===== config.mk =====
export PLATFORM = sky130hd
export DESIGN_NAME = mem_port_arbiter
export DESIGN_NICKNAME = d
export VERILOG_FILES = /design/src/rtl/mem_port_arbiter.sv
export SDC_FILE = /design/constraint.sdc
export NUM_CORES = 1
export LEC_CHECK = 0
export CAP_MARGIN = 5
export CORE_AREA = 2 2 106 108
export DETAILED_ROUTE_END_ITERATION = 16
export DIE_AREA = 0 0 108 110
export PLACE_DENSITY = 0.68
export SKIP_LAST_GASP = 1
export SYNTH_ARGS = -nofsm -noshare
export SYNTH_HDL_FRONTEND = slang
export SYNTH_SLANG_ARGS = --single-unit

===== constraint.sdc =====
create_clock -name clk -period 3.5 [get_ports clk]
set_clock_uncertainty 0.1 [all_clocks]
set_input_delay 1.05 -clock clk [delete_from_list [all_inputs] [get_ports clk]]
set_output_delay 1.05 -clock clk [all_outputs]
set_load 0.02 [all_outputs]

===== src/rtl/mem_port_arbiter.sv =====
// mem_port_arbiter: shares one memory port between fetch and data requesters
module mem_port_arbiter #(
  parameter int ADDR_W = 32,
  parameter int MAX_DATA_STREAK = 4
) (
  input  logic              clk,
  input  logic              rst,
  input  logic              if_req,
  input  logic [ADDR_W-1:0] if_addr,
  output logic              if_ack,
  output logic [31:0]       if_rdata,
  input  logic              d_req,
  input  logic              d_we,
  input  logic [1:0]        d_len,
  input  logic [ADDR_W-1:0] d_addr,
  input  logic [31:0]       d_wdata,
  output logic              d_ack,
  output logic              d_err,
  output logic [31:0]       d_rdata,
  output logic              mem_req,
  output logic              mem_we,
  output logic [ADDR_W-1:0] mem_addr,
  output logic [3:0]        mem_be,
  output logic [31:0]       mem_wdata,
  input  logic              mem_ready,
  input  logic              mem_done,
  input  logic [31:0]       mem_rdata
);
  typedef enum logic [1:0] {IDLE, WAIT_I, WAIT_D, ERR_D} state_t;
  localparam logic [3:0] MAX = 4'(MAX_DATA_STREAK);
  localparam logic [ADDR_W-1:0] ALIGN = {{(ADDR_W-2){1'b1}}, 2'b00};
  state_t r_state, w_next;
  logic [3:0] r_streak;
  logic w_gnt_d, w_gnt_i, w_bad, w_dok, w_take_d, w_take_i;
  logic [3:0] w_be;
  logic [31:0] w_wdata;
  assign w_gnt_d = d_req && !(if_req && r_streak == MAX);
  assign w_gnt_i = !w_gnt_d && if_req;
  assign w_bad = d_len == 2'b11 || (d_len == 2'b01 && d_addr[0]) ||
                 (d_len == 2'b10 && d_addr[1:0] != 2'b00);
  assign w_dok = w_gnt_d && !w_bad;
  assign w_be = d_len == 2'b00 ? 4'b0001 << d_addr[1:0] :
                d_len == 2'b01 ? 4'b0011 << d_addr[1:0] : 4'b1111;
  assign w_wdata = d_len == 2'b00 ? {4{d_wdata[7:0]}} :
                   d_len == 2'b01 ? {2{d_wdata[15:0]}} : d_wdata;
  // illegal data accesses are granted without waiting for the memory
  assign w_take_d = r_state == IDLE && w_gnt_d && (w_bad || mem_ready);
  assign w_take_i = r_state == IDLE && w_gnt_i && mem_ready;
  always_ff @(posedge clk) begin
    if (rst) r_state <= IDLE;
    else r_state <= w_next;
  end
  always_ff @(posedge clk) begin
    if (rst) r_streak <= '0;
    else if (!if_req || w_take_i) r_streak <= '0;
    else if (w_take_d && r_streak != MAX) r_streak <= r_streak + 4'd1;
  end
  always_comb begin
    w_next = r_state;
    if_ack = 1'b0;
    if_rdata = '0;
    d_ack = 1'b0;
    d_err = 1'b0;
    d_rdata = '0;
    mem_req = 1'b0;
    mem_we = 1'b0;
    mem_addr = '0;
    mem_be = '0;
    mem_wdata = '0;
    case (r_state)
      IDLE: begin
        mem_req = w_dok || w_gnt_i;
        mem_we = w_dok && d_we;
        mem_addr = w_dok ? d_addr & ALIGN : w_gnt_i ? if_addr & ALIGN : '0;
        mem_be = w_dok ? w_be : w_gnt_i ? 4'hF : 4'h0;
        mem_wdata = w_dok ? w_wdata : '0;
        w_next = w_take_d ? (w_bad ? ERR_D : WAIT_D) : w_take_i ? WAIT_I : IDLE;
      end
      WAIT_I: begin
        if_ack = mem_done;
        if_rdata = mem_done ? mem_rdata : '0;
        w_next = mem_done ? IDLE : WAIT_I;
      end
      WAIT_D: begin
        d_ack = mem_done;
        d_rdata = mem_done ? mem_rdata : '0;
        w_next = mem_done ? IDLE : WAIT_D;
      end
      default: begin
        d_ack = 1'b1;
        d_err = 1'b1;
        w_next = IDLE;
      end
    endcase
  end
endmodule

[Word-level counts from Yosys, hierarchy flattened]
Cells that the tools add are included.
Cells by class
  add/sub/neg operators: 1
  eq/ne operators: 7
  shifts and indexed selects: 2
  reductions and logical operators: 27
  mux-type cells: 26
Operators with widths (number)
  2-to-1 mux 32 bit: 10
  2-to-1 mux 4 bit: 5
  logical AND 1 bit: 12
  2-to-1 mux 1 bit: 7
  equality test 2 bit (second input constant): 3
  case mux 2 bit (3 select lines): 1
  logical OR 1 bit: 5
  adder 4 x 1 -> 4 bit (second input constant): 1
  equality test 2 x 1 -> 1 bit (second input constant): 2
  equality test 4 x 3 -> 1 bit (second input constant): 1
  logical NOT 1 bit: 4
  logical NOT 2 bit: 2
  2-to-1 mux 2 bit: 2
  != test 4 x 3 -> 1 bit (second input constant): 1
  OR reduction 2 bit: 2
  << shifter 1 x 2 -> 4 bit (first input constant): 1
  << shifter 2 x 2 -> 4 bit (first input constant): 1
  OR reduction 3 bit: 1
  case mux 1 bit (2 select lines): 1
  nonzero test 2 bit: 1
Storage, ports and cells
  word-level logic and storage cells: 65
  input bits: 137
  register bits: 6
  output and inout bits: 137

[Depth between registers and ports, before layout]
  word-level depth: 11
  gate-level depth with buffers: 8
  depth with buffers taken out: 6

[Worst setup path before layout]
Ideal clock, no wire load.
  path type: input-to-output
  start: input d_addr[0]
  end: output mem_wdata[12]
  data required time: 2.350 ns
  stages: 8
  slack: -0.037 ns
  buffers on the path: 2
  arrival time: 2.387 ns
  cell sequence: inv_1 ha_1 nand2b_1 nand2_2 or4_1 buf_2 buf_6 a21oi_2
Between the ends
  cells in the longest elaborated chain, start to end: 7
  elaborated cells between the ends (all ways): 9
  classes of those cells: 2 x mux; 7 x reduce/logical
RTL lines
  start: declaration: line 15  | input logic [ADDR_W-1:0] d_addr,
  nonzero test 2 bit / logical AND 1 bit (equally long branches): line 40, 39
  logical AND 1 bit / logical OR 1 bit (equally long branches): line 40, 39
  logical OR 1 bit *: line 39  | assign w_bad = d_len == 2'b11 || (d_len == 2'b01 && d_addr[0]) ||
  logical NOT 1 bit *: line 41  | assign w_dok = w_gnt_d && !w_bad;
  logical AND 1 bit *: line 41
  2-to-1 mux 32 bit *: line 76  | mem_wdata = w_dok ? w_wdata : '0;
  2-to-1 mux 32 bit *: line 70  | case (r_state)
  end: declaration: line 24  | output logic [31:0] mem_wdata,
Mark *: on every way between the ends. The rest lies on a longest branch, timed or not.

[Final worst setup path]
  start: input d_addr[1]
  end: output mem_wdata[9]
Between the ends
  cells in the longest elaborated chain, start to end: 7
RTL lines
  nonzero test 2 bit: line 40  | (d_len == 2'b10 && d_addr[1:0] != 2'b00);
  logical AND 1 bit: line 40
  logical OR 1 bit: line 39
  logical NOT 1 bit: line 41
  logical AND 1 bit: line 41
  2-to-1 mux 32 bit: line 76
  2-to-1 mux 32 bit: line 70
No other way between the ends.

==> summary by stage <==
GRT
The largest net degree at the start of global routing is 35. Global routing finished with a remaining overflow of 0. The first global-routing pass estimated approximately 19 mm of wire. The number of antenna violations at the first check in global routing was 0. The via count of the first global-routing pass is 3375. In the global route stage, overall resource usage came out at 0.204.

Detailed routing
In the final routed layout, each cell accounts on average for 18.1 um. The overall routed net length is between 10 and 15 mm. The via total after detailed routing is approximately 3300. Before antenna repair, the detailed router went through 4 iterations. The detail route stage leaves a number of antenna-violating nets equal to 0.

The detailed router finished its first iteration with 109 violations. The via-per-instance ratio is ~4.5. For this run, design rule violations remaining after detail routing come to 0.

Critical path
The critical setup path kind is input port to output port. The category of the worst setup path launch point is an input port. The data arrival at the endpoint of the critical path is ~2600 ps.

STA classifies the critical path endpoint as an output port. In this run the worst path has a maximum fanout of 12. The worst path required time is around 2400 ps.

Clocking
The number of buffers on the longest clock path is 2. The cell chosen for the clock root is sky130_fd_sc_hd__clkbuf_8. TritonCTS built the clock tree. The number of CTS-inserted buffers is 3. The number of levels in the clock H-tree is 1. For the worst-skew pair, the clock arrives at the later sink with an insertion delay of 220 ps. Counting every sink on the clock net gives 6. The clock-pin transition on the worst setup and hold timing paths is 30 ps.

Power
For this design the ratio of total power to cell area is 178 nW/um^2. In this run the static leakage power is 2.59 nW. IR analysis of the VDD net gives a maximum drop of 0.0687 mV.

Floorplanning
After floorplanning, the core was sized to cover 10700 um^2. In this run the vertical extent of the chip is 110 um. The number of standard-cell rows in the floorplan is 38.

For this configuration, the core starts out at a cell density of 0.184. 274 I/O pins were placed. The die covers 11900 um^2. From left edge to right edge, the die measures 108 um.

Timing
Setup violations remaining at the end of the flow were counted as 63. Of the available clock period, the critical path in the final layout requires 1.07. The final critical-path setup slack is -233 ps. Setup repair after global routing could not meet its margin everywhere.

The hold violation total from the final report is 0. Final hold analysis gives a worst-case slack of 389 ps. For this run, the top clock speed supported by timing is 268 MHz.

The max-slew violation count came to 0. The post-route minimum period is 3730 ps. Adding up every negative setup slack in the final design gives -9220 ps.

Placement
The count of port buffers added during placement is 269. The placed wire-length estimate after detailed placement is 9.93 mm. The final estimated routing congestion in global placement is 0.895. Once placement finished, the instance area stood at 5020 um^2.

Yosys
Of all cell types, the one taking the most synthesized area is sky130_fd_sc_hd__and2_1. The post-synthesis register bit count is 6. Of the post-synthesis cell area, the dominant cell type holds 0.238. For this run, the number of Yosys warnings is 0.

In this run the cell area of the synthesized design comes to 1970 um^2. In the post-synthesis netlist, the biggest area contributors are sky130_fd_sc_hd__and2_1, sky130_fd_sc_hd__a22o_1, sky130_fd_sc_hd__mux2i_1. The average size of a mapped cell is 7.05 um^2. The netlist uses 39 different library cells. The share of the Yosys chip area taken by registers is 0.0610. The gate count of the mapped netlist is 279.

Cells and area
Leaving out fill and tap cells, the most frequent cells in the layout are sky130_fd_sc_hd__clkdlybuf4s50_1, sky130_fd_sc_hd__and2_1, sky130_fd_sc_hd__buf_6. The final layout contains 731 nets. The area growth from synthesis to layout is 179%. In the final layout, the share of cells above drive strength 1 is 0.374. The final instance area is 5490 um^2. The library cell used most frequently in the layout, excluding fill and tap cells, is sky130_fd_sc_hd__clkdlybuf4s50_1. The repair_antennas step left the layout with diodes totalling 0.

Flow run
Across the run, the number of max-cap violations was 0.

Outcome
The flow ran to the end, but the final reports show violations. The checks that failed: setup timing.

Min path
The path category of the worst min-delay check is register to register.
[metrics by stage]
| step | power, mW | util | worst slack [ps] | std cells |
|---|---|---|---|---|
| after floorplan | 0.370 | - | -37.2 | 280 |
| after CTS | 0.974 | 0.514 | -257 | 724 |
| after detailed placement | 0.772 | 0.469 | -1140 | 698 |
| after global routing | 1.03 | 0.513 | -289 | 726 |
| after global placement | 0.767 | 0.469 | -1090 | 698 |
| final | 0.976 | 0.513 | -233 | 726 |
[layer usage]
layer / track usage / routed length (um) / share of wire
met1: 0.235 / 5180 / 0.39
met2: 0.369 / 6550 / 0.50
met3: 0.0617 / 1140 / 0.087
met4: 0.0513 / 283 / 0.022
met5: 0 / 0 / 0
[kinds of logic (layout without fill, tap and decap cells)]
family / after synthesis / in the layout / synth area share
AND/OR/NAND/NOR: 135 / 135 / 0.434
flip-flops: 6 / 6 / 0.0610
buffers and inverters: 35 / 341 / 0.0915
AO/OA/AOI/OAI: 79 / 79 / 0.287
multiplexers: 17 / 17 / 0.0865
other: 1 / 2 / 0.00191
adder cells (fa/ha/maj): 6 / 6 / 0.0381
[cell type report]
class | instances | area (um^2)
multi-input combinational | 239 | 1870
fill | 1052 | 5210
tap | 140 | 175
timing repair buffer | 329 | 3240
sequential | 6 | 120
clock buffer | 3 | 41.3
inverter | 9 | 41.3
[registers in the layout, summed over array words and instances (netlist names)]
register  flops
r_streak      4
r_state       2
[worst max-delay path, cell delays in order]
cell                       delay (ps)
sky130_fd_sc_hd__buf_8            100
sky130_fd_sc_hd__inv_6             50
sky130_fd_sc_hd__ha_4             120
sky130_fd_sc_hd__nand2b_4         120
sky130_fd_sc_hd__nand2_4           50
sky130_fd_sc_hd__or4_4            570
sky130_fd_sc_hd__buf_16           210
sky130_fd_sc_hd__a21oi_1          140
sky130_fd_sc_hd__buf_4            160
[Yosys cell counts (all sizes together)]
cell,count
and2,75
a22o,30
nor2,28
a21oi,24
mux2i,17
o21ai,16
clkbuf,15
nand2,12
buf,11
inv,9
dfxtp,6
ha,6
nand3,5
nand3b,3
and3,2
nand2b,2
nor3,2
o21a,2
o31a,2
o31ai,2
or4,2
a2111o,1
a2bb2oi,1
a31oi,1
conb,1
nor2b,1
nor3b,1
nor4,1
or3,1
[path summary, 6_finish.rpt]
path	startpoint	end	slack, ps	cells past startpoint
setup / recovery	d_addr[1]	mem_wdata[9]	-230	9
hold / removal	r_streak[3]	r_streak[3]	390	2
setup reg to reg	r_streak[0]	r_streak[3]	1680	8
hold reg to reg	r_streak[3]	r_streak[3]	390	2
[report_power, final]
part | switching [mW] | internal, mW
clock network | 0.0292 | 0.0738
registers | 0.00270 | 0.0720
logic | 0.367 | 0.432
total | 0.399 | 0.578
[timing repair]
action                                  4_1_cts  5_1_grt
hold buffers                                  0        0
endpoints found under the setup margin      133       99
gates resized for setup                     480      104
gates cloned                                 10        0
setup buffers                                14        5
pin swaps                                    36       15
hold endpoints to repair                      0        0
No activity file was read; power rests on OpenSTA's default activity.
